===== config.mk =====
export PLATFORM = sky130hd
export DESIGN_NAME = thread_issue_scheduler
export DESIGN_NICKNAME = d
export VERILOG_FILES = /design/src/rtl/thread_issue_scheduler.sv
export SDC_FILE = /design/constraint.sdc
export NUM_CORES = 1
export LEC_CHECK = 0
export ABC_AREA = 1
export CAP_MARGIN = 20
export CORE_MARGIN = 2
export CORE_UTILIZATION = 44
export CTS_CLUSTER_DIAMETER = 30
export CTS_CLUSTER_SIZE = 30
export DETAILED_ROUTE_END_ITERATION = 8
export PLACE_DENSITY = 0.75
export SYNTH_ARGS = -nofsm -noshare
export SYNTH_HDL_FRONTEND = slang
export SYNTH_SLANG_ARGS = --single-unit

===== constraint.sdc =====
create_clock -name clk -period 3.3 [get_ports clk]
set_input_delay 0.495 -clock clk [delete_from_list [all_inputs] [get_ports clk]]
set_output_delay 0.495 -clock clk [all_outputs]
set_load 0.02 [all_outputs]

===== src/rtl/thread_issue_scheduler.sv =====
// Round-robin issue scheduler for hardware thread contexts sharing one dispatch pipeline.
// Tracks in-flight threads, caps occupancy, flags illegal retires and supports a drain handshake.
module thread_issue_scheduler #(
  parameter int unsigned NUM_THREADS  = 4,
  parameter int unsigned ID_W         = 2,
  parameter int unsigned MAX_INFLIGHT = 4
) (
  input  logic                   clk,
  input  logic                   rst,
  input  logic [NUM_THREADS-1:0] req,
  input  logic [NUM_THREADS-1:0] halt_mask,
  input  logic                   stall,
  input  logic                   retire_valid,
  input  logic [ID_W-1:0]        retire_id,
  input  logic                   drain_req,
  output logic                   issue_valid,
  output logic [ID_W-1:0]        issue_id,
  output logic [NUM_THREADS-1:0] grant,
  output logic [NUM_THREADS-1:0] inflight,
  output logic [ID_W:0]          inflight_count,
  output logic                   drained,
  output logic                   err_retire
);

  localparam int unsigned CNT_W = ID_W + 1;

  typedef enum logic [1:0] {
    ST_RUN     = 2'd0,
    ST_DRAIN   = 2'd1,
    ST_DRAINED = 2'd2
  } state_e;

  state_e                 state_q, state_d;
  logic                   issue_valid_q, issue_valid_d;
  logic [ID_W-1:0]        issue_id_q, issue_id_d;
  logic [NUM_THREADS-1:0] grant_q, grant_d;
  logic [NUM_THREADS-1:0] inflight_q, inflight_d;
  logic [CNT_W-1:0]       inflight_count_q, inflight_count_d;
  logic [ID_W-1:0]        rr_ptr_q, rr_ptr_d;
  logic                   drained_q, drained_d;
  logic                   err_retire_q, err_retire_d;

  logic [NUM_THREADS-1:0] eligible;
  logic [ID_W-1:0]        winner;
  logic                   found;
  logic                   do_issue;
  logic                   retire_legal;
  int unsigned            idx;

  // Next-state, arbitration and in-flight bookkeeping
  always_comb begin
    state_d          = state_q;
    issue_valid_d    = 1'b0;
    issue_id_d       = issue_id_q;
    grant_d          = '0;
    inflight_d       = inflight_q;
    inflight_count_d = '0;
    rr_ptr_d         = rr_ptr_q;
    err_retire_d     = err_retire_q;
    winner           = '0;
    found            = 1'b0;
    idx              = 0;

    eligible = req & ~halt_mask & ~inflight_q;

    // First eligible thread at or after the round-robin pointer
    for (int unsigned k = 0; k < NUM_THREADS; k++) begin
      idx = (32'(rr_ptr_q) + k) % NUM_THREADS;
      if (!found && eligible[ID_W'(idx)]) begin
        found  = 1'b1;
        winner = ID_W'(idx);
      end
    end

    // Capacity uses the pre-retire count; freed slots become usable next cycle
    do_issue = (state_q == ST_RUN) && !drain_req && !stall && found &&
               (32'(inflight_count_q) < MAX_INFLIGHT);

    retire_legal = retire_valid && ({1'b0, retire_id} < CNT_W'(NUM_THREADS)) &&
                   inflight_q[retire_id];

    if (retire_legal) begin
      inflight_d[retire_id] = 1'b0;
    end else if (retire_valid) begin
      err_retire_d = 1'b1;
    end

    if (do_issue) begin
      issue_valid_d      = 1'b1;
      issue_id_d         = winner;
      grant_d            = NUM_THREADS'(1) << winner;
      inflight_d[winner] = 1'b1;
      rr_ptr_d           = ID_W'((32'(winner) + 1) % NUM_THREADS);
    end

    for (int unsigned k = 0; k < NUM_THREADS; k++) begin
      inflight_count_d = inflight_count_d + CNT_W'(inflight_d[k]);
    end

    unique case (state_q)
      ST_RUN:     if (drain_req) state_d = ST_DRAIN;
      ST_DRAIN:   if (inflight_count_d == '0) state_d = ST_DRAINED;
      ST_DRAINED: if (!drain_req) state_d = ST_RUN;
      default:    state_d = ST_RUN;
    endcase

    drained_d = (state_d == ST_DRAINED);
  end

  always_ff @(posedge clk or negedge rst) begin
    if (!rst) begin
      state_q          <= ST_RUN;
      issue_valid_q    <= 1'b0;
      issue_id_q       <= '0;
      grant_q          <= '0;
      inflight_q       <= '0;
      inflight_count_q <= '0;
      rr_ptr_q         <= '0;
      drained_q        <= 1'b0;
      err_retire_q     <= 1'b0;
    end else begin
      state_q          <= state_d;
      issue_valid_q    <= issue_valid_d;
      issue_id_q       <= issue_id_d;
      grant_q          <= grant_d;
      inflight_q       <= inflight_d;
      inflight_count_q <= inflight_count_d;
      rr_ptr_q         <= rr_ptr_d;
      drained_q        <= drained_d;
      err_retire_q     <= err_retire_d;
    end
  end

  assign issue_valid    = issue_valid_q;
  assign issue_id       = issue_id_q;
  assign grant          = grant_q;
  assign inflight       = inflight_q;
  assign inflight_count = inflight_count_q;
  assign drained        = drained_q;
  assign err_retire     = err_retire_q;

endmodule

==> flow_metrics.py <==
metrics = {
    "placed_design": {
        "port-buffer-count": 30,
        "hpwlAfterDp_mm": 2.26,
        "placed_cells": 230,
        "place.gp.congestion": 0.876,
        "dpl_cell_area_sq_um": 1730,
    },
    "cts": {
        "clk_pin_slew_worst_paths_ps": 110,
        "htree_levels": 1,
        "numCtsBuffers": 3,
        "cts.sinks": 20,
        "root_buffer": "clkbuf_4",
        "cts_tree": "built",
        "clock_latency_ps": 300,
        "hold_buffers": 0,
        "clockBufferDepth": 2,
    },
    "critical_path": {
        "r2r_cells": 19,
        "slowest_delay_ps": 510,
        "crit_buf_inv": 4,
        "critical-path-top-delay-family": "adder cells",
        "cpMaxStageDelayCell": "clkdlybuf4s50_1",
        "path_depth": 19,
        "crit_type": "input pin to flop",
        "crit_fanout": 4,
        "cpMostUsedCell": "nand2_1",
        "end_kind": "flop",
        "critical_path_arrival_ps": 3440,
        "cp.required_ps": 3510,
        "start_kind": "input pin",
        "path_cells": "clkdlybuf4s50_1 > nand4_1 > buf_4 > nand2_1 > nand2_1 > nand2_1 > inv_1 > nand2_1 > nand3_1 > nand2_2 > ha_1 > inv_1 > o21ai_2 > fa_1 > ha_2 > ha_4 > nor3_4 > nand3_2 > o31ai_1",
    },
    "detailed_routing": {
        "drc_errors": 0,
        "ant_nets": 0,
        "drtIter0Drc": 36,
        "wl_per_cell_um": 12.5,
        "via_per_inst": 5.06,
        "dr.pass1.iters": 4,
        "routed_wl_mm": 3.04,
        "num_vias": 1235,
    },
    "power": {
        "ir_drop_mv": 0.824,
        "combPwrFrac_pct": 77.5,
        "p_sw_share_pct": 44.7,
        "finalPower_uw": 2280,
        "clkPwrFrac_pct": 4.9,
        "powerDensity_nw_per_um2": 1150,
        "switchingPower_uw": 1020,
        "p_seq_share_pct": 17.6,
        "p_int_uw": 1260,
        "leakagePower_uw": 0.00101,
    },
    "synthesis": {
        "synth-seq-area-share_pct": 40.0,
        "synth_xor_area_share_pct": 2.00,
        "synth_compound_area_share_pct": 6.99,
        "yosysWarnings": 0,
        "synth.avg_cell_area_sq_um": 8.46,
        "ys_seq_elements": 20,
        "syn_inst": 148,
        "synth_top_area_cell": "dfrtp_1",
        "synthSimpleGateAreaFrac_pct": 32.9,
        "ys_types": 30,
        "synthMuxAreaShare_pct": 0,
        "synth_top_family_by_area": "simple AND/OR/NAND/NOR gates",
        "syn_nets": 170,
        "netlist_area_sq_um": 1250,
        "synthDominantCellAreaShare_pct": 40.0,
        "synth-adder-area-share_pct": 7.59,
        "synthTopCellsByArea": "dfrtp_1 40%, nand2_1 9.0%, nand3_1 7.2%",
    },
    "final_layout": {
        "multi_input_area_sq_um": 756,
        "final_area_sq_um": 1990,
        "syn2layout_area_growth_pct": 58.6,
        "num-nets-final": 237,
        "seq_area_sq_um": 502,
        "fillers": 195,
        "drive_gt1_share_pct": 41.8,
        "antenna_cells": 0,
        "fin_cells": 244,
    },
    "grt": {
        "grt_pass1_wl_mm": 4.86,
        "antenna_found_initial": 0,
        "gr-usage-all-layers_pct": 18.5,
        "overflow": 0,
        "grt_start_max_net_pins": 21,
        "grt_pass1_vias": 1163,
    },
    "min_path": {
        "hold_depth": 1,
        "hold_class": "flop to flop",
    },
    "sta": {
        "fin_crit_ps": 3230,
        "relSlewSlack_pct": 41.9,
        "final.period_utilization_pct": 97.8,
        "hold_viol": 0,
        "clock_skew_ps": 6.53,
        "tightest_slew_ps": 869,
        "finalSetupTns_ps": 0,
        "setup_viol": 0,
        "fmax_mhz": 310,
        "slew_viol_final": 0,
        "fin_hold_ws_ps": 498,
    },
    "outcome": {
        "status": "finished clean",
    },
    "die": {
        "die-area_sq_um": 3290,
        "die-width_um": 57.4,
        "core_sq_um": 2730,
        "die-height_um": 57.4,
        "io_pins": 31,
        "start_util_pct": 45.8,
        "rows": 19,
    },
    "flow_run": {
        "cap_violations": 0,
    },
}
[state kept, by name (all words and copies together), names as in the netlist]
signal,cells
issue_id,2
drained,1
state_q,2
grant,4
issue_valid,1
inflight_count,3
rr_ptr_q,2
inflight,4
err_retire,1
[cells in the mapped netlist]
| cell | n |
|---|---|
| inv_1 | 23 |
| o21ai_2 | 2 |
| nor2_1 | 8 |
| fa_1 | 1 |
| nand3b_1 | 1 |
| o21bai_1 | 1 |
| a21oi_1 | 1 |
| o22ai_1 | 1 |
| o221ai_1 | 1 |
| o21ai_0 | 4 |
| a22oi_1 | 1 |
| nor4_1 | 1 |
| nand2_1 | 30 |
| nand3_2 | 1 |
| dfrtp_1 | 20 |
| buf_6 | 2 |
| o31ai_1 | 2 |
| nor3_1 | 1 |
| buf_12 | 1 |
| nand2_4 | 2 |
| nor2_2 | 1 |
| nand4_1 | 7 |
| inv_2 | 1 |
| nand4_4 | 1 |
| nand2_2 | 7 |
| ha_1 | 6 |
| nand3_1 | 18 |
| xor2_2 | 1 |
| xnor2_1 | 1 |
| nand4_2 | 1 |
[area by class of cell]
type | instances | share of cell area, %
tap | 31 | 1.95
timing repair buffer | 65 | 29.1
sequential | 20 | 25.3
inverter | 24 | 4.53
multi-input combinational | 101 | 38.0
clock buffer | 3 | 1.13
[power by group through the flow]
stage	logic, uW	registers [uW]	clock network (uW)
floorplan	711	454	0
global placement	1320	403	0
detailed placement	1340	404	0
CTS	1480	400	116
global route	1930	414	128
finish	1770	402	112
[cell usage in the layout (no fill, tap or decap), types with 7 or more instances in the layout]
cell	Yosys	final
nand3_2	1	9
nand2_2	7	15
nand4_1	7	7
inv_2	1	9
clkdlybuf4s50_1	0	24
dfrtp_1	20	19
nor2_1	8	7
nand2_1	30	21
nand3_1	18	10
buf_4	0	35
inv_1	23	15
[kinds of logic (layout without fill, tap and decap cells)]
family	Yosys count	after routing
AND/OR/NAND/NOR	79	79
flip-flops	20	20
buffers and inverters	27	92
XOR/XNOR	2	2
adder cells (fa/ha/maj)	7	7
AO/OA/AOI/OAI	13	13
[path summary, 6_finish.rpt]
| kind | start | end | slack, ps |
|---|---|---|---|
| worst min-delay path | err_retire | err_retire | 500 |
| worst min register to register | err_retire | err_retire | 500 |
| worst max register to register | rr_ptr_q[0] | drained | 120 |
| min in group asynchronous | rst | inflight_count[2] | 680 |
| max in group asynchronous | rst | rr_ptr_q[0] | 2030 |
| worst max-delay path | req[2] | drained | 70 |
[metal layers]
| layer | GRT usage (%) | up-vias | routed length [um] |
|---|---|---|---|
| li1 | - | 615 | - |
| met1 | 23.4 | 579 | 1310 |
| met2 | 33.0 | 33 | 1550 |
| met3 | 1.81 | 8 | 100 |
| met4 | 6.31 | 0 | 78 |
| met5 | 0 | - | 0 |
[timing repair]
action                                  4_1_cts  5_1_grt
endpoints found under the setup margin        3        3
pin swaps                                     8       22
endpoints found under the hold margin         0        0
resized for setup                             8       40
buffers inserted                              2        9
[metrics by stage]
step	utilization [%]	setup WS [ps]
6_report	72.7	71.9
3_5_place_dp	63.2	-604
2_1_floorplan	-	123
4_1_cts	65.8	35.6
5_1_grt	72.7	-73.0
3_3_place_gp	63.2	-510
No activity file was read; power rests on OpenSTA's default activity.
